===== src/rtl/crc_sched_pkg.sv =====
// Shared types and constants for the frame scheduler around the serial CRC engine.
// Optional serial CRC unload is enabled with CRC_SER_OUT_EN.
package crc_sched_pkg;

    localparam int NUM_REQ = 2;
    localparam int CRC_W   = 8;
    localparam int CNT_W   = 3;

    localparam logic [CRC_W-1:0] DEF_SEED = 8'hD8;
    localparam logic [CRC_W-1:0] DEF_TAPS = 8'hC4;

    typedef enum logic [2:0] {
        IDLE,
        FETCH,
        SHIFT,
        UNLOAD,
        DONE
    } state_t;

endpackage


===== src/rtl/crc_lfsr_step.sv =====
// One-bit-per-clock LFSR register: right shift with TAPS feedback, synchronous SEED load.
module crc_lfsr_step #(
    parameter int             WIDTH = 8,
    parameter logic [WIDTH-1:0] SEED  = 8'hD8,
    parameter logic [WIDTH-1:0] TAPS  = 8'hC4
) (
    input  logic             clk_i,
    input  logic             rst_n_i,
    input  logic             load_i,
    input  logic             en_i,
    input  logic             data_bit_i,
    output logic [WIDTH-1:0] lfsr_o
);

    logic [WIDTH-1:0] lfsr_q;
    logic [WIDTH-1:0] lfsr_d;
    logic             fb;

    always_comb begin
        fb     = lfsr_q[0] ^ data_bit_i;
        lfsr_d = lfsr_q;
        if (load_i) begin
            lfsr_d = SEED;
        end else if (en_i) begin
            lfsr_d = (lfsr_q >> 1) ^ (fb ? TAPS : '0);
        end
    end

    always_ff @(posedge clk_i or negedge rst_n_i) begin
        if (!rst_n_i) begin
            lfsr_q <= SEED;
        end else begin
            lfsr_q <= lfsr_d;
        end
    end

    assign lfsr_o = lfsr_q;

endmodule


===== src/rtl/crc_frame_sched.sv =====
// Round-robin whole-frame arbiter feeding two byte streams LSB-first through a private CRC LFSR.
// Define CRC_SER_OUT_EN to add the 8-cycle serial CRC unload (crc_bit/crc_bit_vld).
module crc_frame_sched
    import crc_sched_pkg::*;
#(
    parameter int               WIDTH = 8,
    parameter logic [WIDTH-1:0] SEED  = DEF_SEED,
    parameter logic [WIDTH-1:0] TAPS  = DEF_TAPS
) (
    input  logic                     CLK,
    input  logic                     RST,
    // valid/ready: a byte transfers on a rising edge where req_valid[i] & req_ready[i].
    input  logic [NUM_REQ-1:0]       req_valid,
    input  logic [NUM_REQ*WIDTH-1:0] req_data,
    input  logic [NUM_REQ-1:0]       req_last,
    output logic [NUM_REQ-1:0]       req_ready,
    output logic                     busy,
    output logic [WIDTH-1:0]         crc_out,
    output logic                     crc_src,
    output logic                     crc_valid,
`ifdef CRC_SER_OUT_EN
    output logic                     crc_bit,
    output logic                     crc_bit_vld,
`endif
    output state_t                   dbg_state
);

    state_t             state_q, state_d;
    logic               grant_q, grant_d;
    logic               rr_q, rr_d;
    logic [WIDTH-1:0]   byte_q, byte_d;
    logic               last_q, last_d;
    logic [CNT_W-1:0]   cnt_q, cnt_d;
    logic [WIDTH-1:0]   crc_q, crc_d;
    logic               src_q, src_d;
    logic               lfsr_load;
    logic               lfsr_en;
    logic [WIDTH-1:0]   lfsr;

    crc_lfsr_step #(
        .WIDTH (WIDTH),
        .SEED  (SEED),
        .TAPS  (TAPS)
    ) u_lfsr (
        .clk_i      (CLK),
        .rst_n_i    (RST),
        .load_i     (lfsr_load),
        .en_i       (lfsr_en),
        .data_bit_i (byte_q[cnt_q]),
        .lfsr_o     (lfsr)
    );

    always_comb begin
        state_d   = state_q;
        grant_d   = grant_q;
        rr_d      = rr_q;
        byte_d    = byte_q;
        last_d    = last_q;
        cnt_d     = cnt_q;
        crc_d     = crc_q;
        src_d     = src_q;
        req_ready = '0;
        lfsr_load = 1'b0;
        lfsr_en   = 1'b0;
        crc_valid = 1'b0;
        case (state_q)
            IDLE: begin
                if (|req_valid) begin
                    grant_d   = (&req_valid) ? rr_q : req_valid[1];
                    lfsr_load = 1'b1;
                    state_d   = FETCH;
                end
            end
            FETCH: begin
                req_ready[grant_q] = 1'b1;
                if (req_valid[grant_q]) begin
                    byte_d  = grant_q ? req_data[2*WIDTH-1:WIDTH] : req_data[WIDTH-1:0];
                    last_d  = req_last[grant_q];
                    cnt_d   = '0;
                    state_d = SHIFT;
                end
            end
            SHIFT: begin
                lfsr_en = 1'b1;
                cnt_d   = cnt_q + 1'b1;
                if (&cnt_q) begin
`ifdef CRC_SER_OUT_EN
                    state_d = last_q ? UNLOAD : FETCH;
`else
                    state_d = last_q ? DONE : FETCH;
`endif
                end
            end
`ifdef CRC_SER_OUT_EN
            UNLOAD: begin
                cnt_d = cnt_q + 1'b1;
                if (&cnt_q) begin
                    state_d = DONE;
                end
            end
`endif
            DONE: begin
                crc_valid = 1'b1;
                crc_d     = lfsr;
                src_d     = grant_q;
                rr_d      = ~grant_q;
                state_d   = IDLE;
            end
            default: state_d = IDLE;
        endcase
    end

    always_ff @(posedge CLK or negedge RST) begin
        if (!RST) begin
            state_q <= IDLE;
            grant_q <= 1'b0;
            rr_q    <= 1'b0;
            byte_q  <= '0;
            last_q  <= 1'b0;
            cnt_q   <= '0;
            crc_q   <= '0;
            src_q   <= 1'b0;
        end else begin
            state_q <= state_d;
            grant_q <= grant_d;
            rr_q    <= rr_d;
            byte_q  <= byte_d;
            last_q  <= last_d;
            cnt_q   <= cnt_d;
            crc_q   <= crc_d;
            src_q   <= src_d;
        end
    end

    // The engine is frozen outside SHIFT, so during UNLOAD/DONE lfsr is the final CRC snapshot.
    assign crc_out   = (state_q == DONE) ? lfsr : crc_q;
    assign crc_src   = (state_q == DONE) ? grant_q : src_q;
    assign busy      = (state_q != IDLE);
    assign dbg_state = state_q;

`ifdef CRC_SER_OUT_EN
    assign crc_bit     = lfsr[cnt_q];
    assign crc_bit_vld = (state_q == UNLOAD);
`endif

endmodule


===== config.mk =====
export PLATFORM = sky130hd
export DESIGN_NAME = crc_frame_sched
export DESIGN_NICKNAME = d
export VERILOG_FILES = /design/src/rtl/crc_sched_pkg.sv /design/src/rtl/crc_lfsr_step.sv /design/src/rtl/crc_frame_sched.sv
export SDC_FILE = /design/constraint.sdc
export NUM_CORES = 1
export LEC_CHECK = 0
export ABC_AREA = 1
export CAP_MARGIN = 20
export CORE_MARGIN = 2
export CORE_UTILIZATION = 47
export CTS_BUF_LIST = sky130_fd_sc_hd__clkbuf_8
export DETAILED_ROUTE_END_ITERATION = 12
export PLACE_DENSITY = 0.78
export SLEW_MARGIN = 15
export SYNTH_ARGS = -nofsm -noshare
export SYNTH_HDL_FRONTEND = slang
export SYNTH_HIERARCHICAL = 1
export SYNTH_SLANG_ARGS = --single-unit
export TNS_END_PERCENT = 50

===== constraint.sdc =====
create_clock -name CLK -period 1.4 [get_ports CLK]
set_input_delay 0.28 -clock CLK [delete_from_list [all_inputs] [get_ports CLK]]
set_output_delay 0.28 -clock CLK [all_outputs]
set_load 0.02 [all_outputs]

Word level (Yosys, flattened, before mapping):

Index checks and enable logic that the tools add are counted.
Widths: inputs -> output; s select.

* register bits: 34
* output and inout bits: 16

* bitwise gates (word level): 3
* reduce and logical (&&, ||, !) cells: 12
* muxes and demuxes: 27
* equality and inequality tests: 6
* magnitude comparators: 3
* $add $sub $neg: 1

Operator list (count)
* $mux 8: 5
* $mux 3: 5
* $mux 1: 12
* $pmux 3 s3: 1
* $reduce_and 2->1: 4
* $xor 7x8->8: 1
* $ne 2x2->1 const B: 3
* $pmux 3 s2: 1
* $reduce_and 3->1: 2
* $lt 3x4->1 const B: 1
* $reduce_bool 2->1: 2
* $add 3x1->3 const B: 1
* $bmux 1 s3: 1
* $eq 3x1->1 const B: 1
* $eq 3x2->1 const B: 1
* $eq 3x3->1 const B: 1
* $logic_not 3->1: 1
* $reduce_bool 3->1: 1
* $lt 1x2->1 const B: 1
* $mux 2: 1
* $reduce_or 2->1: 1
* $demux 1 s1: 1
* $ge 1x1->1 const B: 1
* $logic_and 1x1->1: 1
* other kinds (2): 2

Longest topological paths before layout:

Gate-level depths: netlist (run 1).

* word-level depth: 7
* depth in mapped cells: 12
* depth with buffers taken out: 12

By module:

Netlist (run 1), hierarchy kept.

Modules (own cells, without submodules)
* crc_frame_sched: cells an instance 165, times used 1, area each 1367.6 sq um
* crc_lfsr_step: cells an instance 44, times used 1, area each 382.9 sq um

Worst setup path after synthesis (run 1):

OpenSTA, ideal clock, no wires.

* kind: register to register
* start: register state_q[0], in the netlist dbg_state[0]
* end: register u_lfsr.lfsr_q[2], in the netlist u_lfsr/lfsr_o[2]
* data arrival time: 1.408 ns
* clock period less this slack: 1.525 ns
* path buffers: 0
* path slack: -0.125 ns
* setup time: 0.117 ns
* cell stages (with the launch flop): 9
* cells stage by stage: dfrtp_1 -> nor2_2 -> nand2_1 -> nor2_1 -> inv_2 -> nand2_2 -> inv_2 -> nand3_1 -> nand2_1

* longest elaborated chain between the ends: 3
* elaborated cells on any way between the ends: 6
* those cells by class: 1 x eq/ne; 3 x mux; 2 x reduce/logical

RTL lines
* start: declaration: RTL line crc_frame_sched.sv:28 `state_t state_q, state_d;`
* start signal: assignment: RTL line crc_frame_sched.sv:124 `state_q <= state_d;`
* $logic_not 3->1 *: RTL line crc_frame_sched.sv:66 `case (state_q)`
* $mux 1 *: RTL line crc_frame_sched.sv:66
* net lfsr_load: RTL line crc_frame_sched.sv:36 `logic lfsr_load;`
* $mux 8 / $reduce_bool 2->1 (equally long branches)
* end signal: assignment: RTL line crc_lfsr_step.sv:33 `lfsr_q <= lfsr_d;`
* end: declaration: RTL line crc_lfsr_step.sv:15 `logic [WIDTH-1:0] lfsr_q;`

Mark *: on every way through the listed nets, which the timed path passes. The rest lies on a longest branch.
A chain may end at the register's enable or synchronous reset.

Worst setup path after layout (run 1):

* start: register state_q[0], in the netlist dbg_state[0]
* end: output port crc_src

* longest elaborated chain between the ends: 2

RTL lines
* $eq 3x3->1: RTL line crc_frame_sched.sv:137 `assign crc_src = (state_q == DONE) ? grant_q : src_q;`
* $mux 1: RTL line crc_frame_sched.sv:137
* end: declaration: RTL line crc_frame_sched.sv:19 `output logic crc_src,`

Every way passes these cells.

==> flow_metrics.tcl, run 1 <==
set metrics [dict create \
    rsz0062_at_grt "yes" \
    setup_viol 36 \
    grt_first_pass_wirelength_mm 7.02 \
    via_per_inst 4.84 \
    drive_above_1_share 0.503 \
    grt_antenna_before_repair 0 \
    worstSetupPathType "flop to primary output" \
    status "complete, but fails checks" \
    die_w_um 65.0 \
    rows 22 \
    yosys.area.top_type_share 0.429 \
    port-buffer-count 37 \
    power_mw 6.09 \
    internal_power_mw 3.51 \
    dr.pass1.iters 4 \
    period_share 1.19 \
    netlist-cell-type-count 26 \
    cts_tree "built" \
    start_util 0.482 \
    violations "negative setup slack" \
    syn_nets 233 \
    cts_sinks 34 \
    crit_fanout 6 \
    hold_class "primary input to async pin" \
    syn_area_per_cell_um2 8.38 \
    fin_nets 317 \
    htree_levels 2 \
    clk_pin_slew_ns 0.07 \
    die_h_um 65.0 \
    max_cap_violations 0 \
    via_count 1654 \
    clock_latency_ns 0.28 \
    cts_buffer_depth 2 \
    hpwl_mm 2.73 \
    crit_top_cell "nand2_4" \
    ant_nets 0 \
    dieArea_um2 4230 \
    p_comb_frac 0.604 \
    clkPwrFrac 0.121 \
    core_area_um2 3630 \
    skew_ns 0.00400 \
    place_area_um2 2410 \
    yosys_warnings 6 \
    num_antenna_cells 0 \
    setup_slack_ns -0.259 \
    area_growth_pct 59.6 \
    p_seq_frac 0.274 \
    switching_power_mw 2.58 \
    synth_seq_cells 34 \
    min_period_ns 1.66 \
    nFillCells 252 \
    first_iter_violations 109 \
    tightest_slew_ns 0.250 \
    cts-root-buf "clkbuf_8" \
    wl_mm 4.72 \
    synthTopCellsByArea "dfrtp_1 43%, nand2_1 15%, dfstp_2 6.0%" \
    numCtsBuffers 5 \
    yosys.area.top_type "dfrtp_1" \
    max-slew-margin-rel 0.832 \
    io_pins 38 \
    tns_ns -5.80 \
    netSwitchingFraction 0.423 \
    stdcell_area_um2 2790 \
    place_ws_ns -0.397 \
    crit_buf_inv 2 \
    required_ns 1.12 \
    worstPathCellList "nor2_4 -> nand2_4 -> inv_6 -> nand2_4 -> o21a_1 -> buf_6" \
    hold_viol_final 0 \
    vdd_drop_max_mv 1.29 \
    grt.overflow.total 0 \
    grt.total_usage 0.217 \
    p_leak_nw 1.38 \
    grt_max_degree 35 \
    maxSlewViolCount 0 \
    max_stage_delay_ns 0.43 \
    crit_family "flip-flops" \
    crit_path_end_kind "primary output" \
    netlist_area_um2 1750 \
    crit_slowest_cell "dfrtp_2" \
    synth_cells 209 \
    max_freq_ghz 0.603 \
    grt_pass1_vias 1584 \
    ys_seq_area_frac 0.489 \
    cp-start-kind "flop" \
    critPathArrivalTime_ns 1.38 \
    drc 0 \
    place_congestion 0.846 \
    wl_per_cell_um 13.8 \
    powerDensity_nw_per_um2 2180 \
]
## kinds of logic (layout without fill, tap and decap cells)
logic type	Yosys count	after routing	share of synthesized area
simple gates	105	105	0.263
compound gates	38	38	0.150
flops	34	34	0.489
buf+inv	30	115	0.0836
fa+ha+maj	2	2	0.0143
## power groups by stage
stage / logic [mW] / clock network (mW) / registers, mW
after detailed placement: 2.87 / 0 / 1.64
final: 3.68 / 0.738 / 1.67
after CTS: 3.16 / 0.747 / 1.65
after floorplan: 1.72 / 0 / 1.65
after global routing: 4.02 / 0.788 / 1.71
after global placement: 2.82 / 0 / 1.63
## worst reg2reg max path, cell delays in order (launching register included)
cell     delay (ns)
dfrtp_2        0.43
nor2_4         0.14
buf_4          0.12
buf_6          0.08
buf_6          0.09
nand2_4        0.05
buf_6          0.11
nor2_4         0.17
inv_2          0.07
nand2_4        0.09
inv_4          0.06
nand2_1        0.08
o21ai_2        0.06
## cell type report
| type | instances | area, um2 | area share |
|---|---|---|---|
| flip-flops and latches | 34 | 858 | 0.307 |
| repair inverters | 1 | 7.51 | 0.00269 |
| well taps | 48 | 60.1 | 0.0215 |
| repair buffers | 81 | 753 | 0.270 |
| clock inverters | 2 | 8.76 | 0.00313 |
| clock buffers | 6 | 82.6 | 0.0296 |
| inverters | 25 | 106 | 0.0381 |
| multi-input cells | 145 | 917 | 0.328 |
## placed cells by master (no fill, tap or decap), types with 8 or more instances in the layout
cell	count
buf_4	35
buf_6	20
clkdlybuf4s50_1	21
dfrtp_1	28
inv_1	14
inv_2	8
nand2_1	46
nand2_2	18
o21ai_0	12
o21ai_2	11
or2_2	9
## flip-flops by register name, indices dropped and copies added (netlist names)
name,count
byte_q,8
cnt_q,3
crc_q,8
dbg_state,3
grant_q,1
last_q,1
rr_q,1
src_q,1
u_lfsr/lfsr_o,8
## synth_stat cells, drive strengths merged
cell type and n:
nand2 72, dfrtp 30, o21ai 28, inv 25
nand3 13, nor2 11, or2 9, buf 5
a21oi 4, dfstp 4, a22oi 2, ha 2
o211ai 1, o21a 1, o21bai 1, o22ai 1
## per-stage QoR
stage / utilization / instances / hold WS, ns
final: 0.769 / 342 / 0.362
after global routing: 0.769 / 342 / 0.381
after CTS: 0.732 / 336 / 0.368
after detailed placement: 0.663 / 321 / 0.464
after global placement: 0.663 / 321 / 0.458
after floorplan: - / 209 / -0.0156
## timing repair
action / CTS / global route
hold buffers: 0 / 0
cloned: 1 / 0
gates resized for setup: 116 / 32
pin swaps: 6 / 9
buffers inserted: 6 / 7
setup endpoints to repair: 36 / 39
## metal layers
metal / vias up / track usage / wire length [um]
li1: 831 / - / -
met1: 778 / 0.282 / 1980
met2: 36 / 0.362 / 2490
met3: 9 / 0.0399 / 172
met4: 0 / 0.0781 / 81
met5: - / 0 / 0
## final timing paths
check / end / startpoint / depth (start not counted) / slack [ns]
min: crc_q[3] / RST / 2 / 0.36
max: crc_src / dbg_state[0] / 6 / -0.26
max reg2reg: u_lfsr/lfsr_o[5] / dbg_state[0] / 12 / -0.24
min in group CLK: byte_q[2] / byte_q[2] / 2 / 0.49
min reg2reg: byte_q[2] / byte_q[2] / 2 / 0.49
max in group asynchronous: u_lfsr/lfsr_o[4] / RST / 2 / 0.80
No activity file was read; power rests on OpenSTA's default activity.
==> inputs of run 2 (changes only) <==
Settings changed: CAP_MARGIN 20 to default.
==> results of run 2 <==
No change in the layout: final DEF, timing and power equal those of run 1.
